`src/rtl/spw_rx_avalon_fifo_pkg.sv`:
```
// spw_rx_pkg: register map, bit positions and N-char type shared by the SpaceWire RX buffer
package spw_rx_pkg;
  localparam logic [1:0] ADDR_DATA = 2'd0;
  localparam logic [1:0] ADDR_STATUS = 2'd1;
  localparam logic [1:0] ADDR_CTRL = 2'd2;
  localparam logic [1:0] ADDR_IRQEN = 2'd3;
  localparam int STAT_EMPTY = 16;
  localparam int STAT_FULL = 17;
  localparam int STAT_STALL = 18;
  localparam int CTRL_FLUSH = 0;
  localparam int CTRL_STALL_CLR = 1;
  typedef logic [8:0] spw_nchar_t;
endpackage

```
`src/rtl/spw_rx_avalon_fifo_sync_fifo.sv`:
```
// spw_rx_sync_fifo: generic synchronous FIFO with flush, occupancy level and combinational head
module spw_rx_sync_fifo #(
  parameter int W = 9,
  parameter int DEPTH_LOG2 = 4
) (
  input  logic                clk,
  input  logic                reset_n,
  input  logic                push,
  input  logic                pop,
  input  logic                flush,
  input  logic [W-1:0]        wdata,
  output logic [W-1:0]        head,
  output logic [DEPTH_LOG2:0] level,
  output logic                full,
  output logic                empty
);
  localparam int DEPTH = 2 ** DEPTH_LOG2;
  logic [W-1:0] mem [DEPTH];
  logic [DEPTH_LOG2-1:0] wr_ptr, rd_ptr;
  logic do_push, do_pop;
  assign full = level == DEPTH[DEPTH_LOG2:0];
  assign empty = level == '0;
  assign head = mem[rd_ptr];
  assign do_pop = pop & ~flush & ~empty;
  assign do_push = push & ~flush & (~full | do_pop);
  // storage array; a push into a full FIFO with a pop overwrites the slot just read out as head
  always_ff @(posedge clk)
    if (do_push) mem[wr_ptr] <= wdata;
  // pointers wrap naturally; flush discards everything and takes precedence over push/pop
  always_ff @(posedge clk or negedge reset_n)
    if (!reset_n) begin
      wr_ptr <= '0;
      rd_ptr <= '0;
      level <= '0;
    end else if (flush) begin
      wr_ptr <= '0;
      rd_ptr <= '0;
      level <= '0;
    end else begin
      wr_ptr <= wr_ptr + DEPTH_LOG2'(do_push);
      rd_ptr <= rd_ptr + DEPTH_LOG2'(do_pop);
      level <= level + (DEPTH_LOG2+1)'(do_push) - (DEPTH_LOG2+1)'(do_pop);
    end
endmodule

```
`src/rtl/spw_rx_avalon_fifo.sv`:
```
// spw_rx_avalon_fifo: SpaceWire RX N-char FIFO exposed as an Avalon-MM register slave (optional irq via SPW_RX_IRQ_EN)
module spw_rx_avalon_fifo
  import spw_rx_pkg::*;
#(
  parameter int DEPTH_LOG2 = 4
) (
  input  logic        clk,
  input  logic        reset_n,
  input  logic [1:0]  address,
  input  logic        read,
  input  logic        write,
  input  logic [31:0] writedata,
  output logic [31:0] readdata,
  input  logic        spw_rxvalid,
  input  logic        spw_rxflag,
  input  logic [7:0]  spw_rxdata,
  output logic        spw_rxread
`ifdef SPW_RX_IRQ_EN
  ,
  output logic        irq
`endif
);
  spw_nchar_t head;
  logic [DEPTH_LOG2:0] level;
  logic full, empty, pop, flush, stall_clr, stall_set, stall, irq_en, unused_wd;
  logic [31:0] status, rd_mux;
  assign flush = write & (address == ADDR_CTRL) & writedata[CTRL_FLUSH];
  assign stall_clr = write & (address == ADDR_CTRL) & writedata[CTRL_STALL_CLR];
  assign pop = read & (address == ADDR_DATA) & ~empty;
  assign spw_rxread = spw_rxvalid & (~full | pop) & ~flush;
  assign stall_set = spw_rxvalid & full & ~pop;
  assign unused_wd = ^writedata[31:2];
  spw_rx_sync_fifo #(.W($bits(spw_nchar_t)), .DEPTH_LOG2(DEPTH_LOG2)) u_fifo (
    .clk(clk),
    .reset_n(reset_n),
    .push(spw_rxread),
    .pop(pop),
    .flush(flush),
    .wdata({spw_rxflag, spw_rxdata}),
    .head(head),
    .level(level),
    .full(full),
    .empty(empty)
  );
  // read mux; an empty DATA read returns all zeros rather than a stale head
  always_comb begin
    status = '0;
    status[15:0] = 16'(level);
    status[STAT_EMPTY] = empty;
    status[STAT_FULL] = full;
    status[STAT_STALL] = stall;
    rd_mux = address == ADDR_DATA ? (empty ? 32'd0 : {1'b1, 22'b0, head}) :
             address == ADDR_STATUS ? status :
             address == ADDR_IRQEN ? {31'b0, irq_en} : 32'd0;
  end
  // registered read data with one-cycle latency, plus sticky stall where set beats clear
  always_ff @(posedge clk or negedge reset_n)
    if (!reset_n) begin
      readdata <= '0;
      stall <= 1'b0;
    end else begin
      if (read) readdata <= rd_mux;
      stall <= stall_set | (stall & ~stall_clr);
    end
`ifdef SPW_RX_IRQ_EN
  // interrupt enable register and level-sensitive not-empty interrupt
  always_ff @(posedge clk or negedge reset_n)
    if (!reset_n) begin
      irq_en <= 1'b0;
      irq <= 1'b0;
    end else begin
      if (write && address == ADDR_IRQEN) irq_en <= writedata[0];
      irq <= irq_en & ~empty;
    end
`else
  assign irq_en = 1'b0;
`endif
endmodule

```
`config.mk`:
```
export PLATFORM = sky130hd
export DESIGN_NAME = spw_rx_avalon_fifo
export DESIGN_NICKNAME = d
export VERILOG_FILES = /design/src/rtl/spw_rx_avalon_fifo_pkg.sv /design/src/rtl/spw_rx_avalon_fifo_sync_fifo.sv /design/src/rtl/spw_rx_avalon_fifo.sv
export SDC_FILE = /design/constraint.sdc
export NUM_CORES = 1
export LEC_CHECK = 0
export ABC_AREA = 1
export BUFFER_PORTS_ARGS = -buffer_cell sky130_fd_sc_hd__buf_2
export CAP_MARGIN = 5
export CORE_UTILIZATION = 48
export DETAILED_ROUTE_END_ITERATION = 6
export PLACE_DENSITY_LB_ADDON = 0.05
export SYNTH_ARGS = -nofsm -noshare
export SYNTH_HDL_FRONTEND = slang
export SYNTH_SLANG_ARGS = --single-unit
```
`constraint.sdc`:
```
create_clock -name clk -period 2.5 [get_ports clk]
set_input_delay 0.625 -clock clk [delete_from_list [all_inputs] [get_ports clk]]
set_output_delay 0.625 -clock clk [all_outputs]
set_load 0.01 [all_outputs]
```
==> impl_summary.md <==
Outcome
The run finished with clean final reports.

Worst setup path
The critical path is of the register to output pin type. Of all nets on the critical path, the largest fanout is 7. The data arrival time of the critical path is 1.79 ns. The worst setup path is launched from a register. For the worst setup path, the data required time is between 1.5 and 2 ns. The worst setup path is captured at an output pin.

Synthesis
Summing every instance area after synthesis gives 7694 um^2. A synthesized cell averages approximately 10 um^2. Yosys printed 0 warnings.

Among all flip-flop cells after synthesis, the most frequent one is sky130_fd_sc_hd__edfxtp_1. The cell count after synthesis came out at 757. The synthesized design contains about 170 register bits. The post-synthesis cell type count is 28. For this run, asynchronously set or reset flops after synthesis account for between 15 and 20%.

Sequential elements use between 60% and 70% of the synthesized area. The synthesized design contains between 100 and 150 enable-type register cells.

Route
The via count is around 5100. After detailed routing, the average wire length per cell comes to between 15 and 20 um. In the routed design, unresolved DRC markers number 0. In this run the remaining antenna-violating nets after routing total 0. The post-detailed-route via-to-cell ratio is 4.879. The number of design-rule violations left by the first detailed-router iteration is between 400 and 500. The final routed wirelength across all metal layers is about 17 mm.

The iteration count of the initial detailed-routing pass is 5.

Place
The count of buffers inserted at the top-level ports is 31. Routability-driven placement finished with a final weighted congestion of about 0.79. Before CTS, the worst setup slack after placement is -0.02781 ns.

The count of placed standard cells including taps is 997. After legalization and detailed placement, the total HPWL measured around 10 mm.

Worst hold path
The worst min-delay path class is input port to asynchronous set/reset pin.

Floorplan
The floorplan has 45 rows. The horizontal die dimension is roughly 130 um. The number of I/O pins is 81. The initial standard-cell utilization of the core is roughly half. The vertical die dimension is about 130 um. The die covers around 17000 um^2. The core outline area is around 15000 um^2.

CTS
In this run the deepest clock path goes through 2 buffers. The number of buffers added by the clock tree synthesis step is 17. For this design, the CTS-stage hold fixing added 0 buffers. The number of H-tree levels is 4. Clock latency on the worst-skew pair, taken at its later pin, is around 0.43 ns. The root buffer cell chosen for the clock tree is sky130_fd_sc_hd__clkbuf_16. The clock tree from TritonCTS is done. The clock net in this run drives a total of about 170 sinks. After clock tree synthesis, the clock-pin slew on the worst setup and hold paths is 0.07 ns.

GRT
Entering global routing, the biggest net connects 57 pins. The initial antenna violation count is 0. The first global-routing pass estimated ~26 mm of wire.

The total global routing overflow is 0. The total routing resource utilization after global routing is roughly 22%. The number of global-route vias before repair is between 4000 and 5000.

STA
The final worst clock skew is roughly 0.0084 ns. Across all hold checks on the routed design, the worst slack comes to 0.2487 ns. The headroom to the max-slew limit is a little over half. Setup slack on the critical path of the routed design comes to 0.08240 ns. Derived from the worst setup path, the maximum achievable clock frequency is slightly above 400 MHz. The setup violation total in the final timing report is 0. Setup repair after global routing could not meet its margin everywhere. The minimum clock period is 2.418 ns. The worst path uses a little over nine tenths of the clock period. The max-slew violation count is 0. At the pin with the least slew margin, the transition time is about 0.7 ns. The final count of hold timing violations is 0.

Power
For this design the ratio of total power to cell area is 1026 nW/um^2. Summed over all cells, the static leakage comes to around 0.004 uW. The maximum resistive drop on vdd is 0.6471 mV.

Cells and area
The diode insertion count for antenna repair is 0. The count of placed standard cells in the final layout, fillers left out is 1039. The number of filler cells placed in the layout is around 1300. Compared with the post-synthesis result, the final layout area differs by 14.31%. The number of nets in the finished design is just under 900. In the final layout, the share of cells above drive strength 1 is about 14%.

Run
The tool flagged a number of max-cap violations equal to 0.
## logic make-up after synthesis
logic type | synth area share, %
and+or+nand+nor | 20.72
DFF | 64.99
buffers and inverters | 9.855
AOI/OAI and AO/OA | 2.163
adders and majority gates | 1.886
xor gates and xnor gates | 0.3416
other | 0.04874
## power breakdown
part           internal (uW)  switching [uW]
Clock                   1360            1050
Combinational           1060            1860
Sequential              3460             241
Total                   5880            3150
## critical path, cell delays in order (launching register included)
cell and delay, ns:
sky130_fd_sc_hd__dfrtp_1 0.39, sky130_fd_sc_hd__inv_2 0.08, sky130_fd_sc_hd__ha_4 0.15, sky130_fd_sc_hd__nand3_4 0.09, sky130_fd_sc_hd__inv_4 0.08, sky130_fd_sc_hd__nand2_4 0.05, sky130_fd_sc_hd__nand3_4 0.08, sky130_fd_sc_hd__nand2_2 0.07
sky130_fd_sc_hd__nand3_4 0.07, sky130_fd_sc_hd__buf_8 0.13, sky130_fd_sc_hd__inv_1 0.04, sky130_fd_sc_hd__buf_2 0.13
## path summary, 6_finish.rpt
path / end / slack, ns / startpoint / cells past startpoint
min reg2reg: readdata[6] / 0.48 / readdata[6] / 2
max: spw_rxread / 0.08 / u_fifo.level[3] / 11
max reg2reg: u_fifo.level[4] / 0.15 / u_fifo.level[3] / 17
max in group asynchronous: u_fifo.rd_ptr[0] / 1.76 / reset_n / 1
min in group clk: readdata[6] / 0.48 / readdata[6] / 2
min: readdata[8] / 0.25 / reset_n / 1
## repair_timing
| item | CTS | global route |
|---|---|---|
| gates resized for setup | 5 | 18 |
| endpoints found under the setup margin | 2 | 2 |
| buffers inserted | 0 | 10 |
| pin swaps | 1 | 4 |
## layout make-up
cell class	count	area (um^2)	area share, %
clock buffer	20	436.7	4.965
clock inverter	12	101.3	1.152
inverter	110	417.9	4.752
multi-input combinational	445	2068	23.52
sequential	171	5001	56.86
tap	211	264.0	3.002
timing repair buffer	70	505.5	5.748
## synth_stat cells, types with 7 or more instances
master,n,area [um^2]
sky130_fd_sc_hd__buf_2,15,75.07
sky130_fd_sc_hd__nand2_1,248,930.9
sky130_fd_sc_hd__buf_4,24,180.2
sky130_fd_sc_hd__nor2_1,37,138.9
sky130_fd_sc_hd__nand3_1,88,440.4
sky130_fd_sc_hd__ha_1,10,125.1
sky130_fd_sc_hd__o21ai_0,11,55.05
sky130_fd_sc_hd__buf_6,7,78.83
sky130_fd_sc_hd__dfrtp_1,27,675.7
sky130_fd_sc_hd__a21oi_1,7,35.03
sky130_fd_sc_hd__edfxtp_1,144,4324
sky130_fd_sc_hd__inv_1,107,401.6
## per-layer routing
layer | vias to the layer above | part of all wire (%) | GRT usage, %
met4 | 0 | 1.3 | 6.920
met3 | 17 | 6.4 | 4.782
met5 | - | 0 | 0
met1 | 2355 | 47 | 31.56
li1 | 2522 | - | -
met2 | 175 | 45 | 33.00
## through the flow
| stage | setup TNS [ns] | area [um^2] | power (uW) | utilization, % |
|---|---|---|---|---|
| floorplan | 0 | 7762 | 5715 | - |
| global placement | 0 | 8105 | 6472 | 52.54 |
| detailed placement | -0.02781 | 8105 | 6533 | 52.54 |
| CTS | -0.02622 | 8653 | 8976 | 56.09 |
| global route | -0.03934 | 8795 | 9623 | 57.01 |
| finish | 0 | 8795 | 9026 | 57.01 |
## state kept, by name (all words and copies together) (netlist names)
name           flops
readdata          13
stall              1
u_fifo.level       5
u_fifo.mem       144
u_fifo.rd_ptr      4
u_fifo.wr_ptr      4
## cells in the final DEF (no fill, tap or decap), types with 2 or more instances in the layout
cell                         Yosys  final
sky130_fd_sc_hd__clkbuf_1        3      3
sky130_fd_sc_hd__nand4_1         2      2
sky130_fd_sc_hd__clkinv_1        1      3
sky130_fd_sc_hd__o211ai_1        4      4
sky130_fd_sc_hd__clkinvlp_4      0      5
sky130_fd_sc_hd__inv_1         107    101
sky130_fd_sc_hd__nand3_1        88     88
sky130_fd_sc_hd__edfxtp_1      144    144
sky130_fd_sc_hd__nand2_1       248    246
sky130_fd_sc_hd__nand3b_1        4      4
sky130_fd_sc_hd__clkbuf_16       0     17
sky130_fd_sc_hd__ha_4            0      2
sky130_fd_sc_hd__xor2_1          2      2
sky130_fd_sc_hd__ha_1           10      7
sky130_fd_sc_hd__nor2_1         37     36
sky130_fd_sc_hd__nand3_4         0      3
sky130_fd_sc_hd__a21oi_1         7      7
sky130_fd_sc_hd__o21ai_0        11     10
sky130_fd_sc_hd__buf_12          0      4
sky130_fd_sc_hd__clkinv_4        0      2
sky130_fd_sc_hd__buf_2          15     31
sky130_fd_sc_hd__inv_4           0      2
sky130_fd_sc_hd__buf_4          24     34
sky130_fd_sc_hd__dfrtp_1        27     26
sky130_fd_sc_hd__o21ai_1         4      5
sky130_fd_sc_hd__inv_2           2      7
sky130_fd_sc_hd__conb_1          1     19
Power figures use the tool's default switching activity.
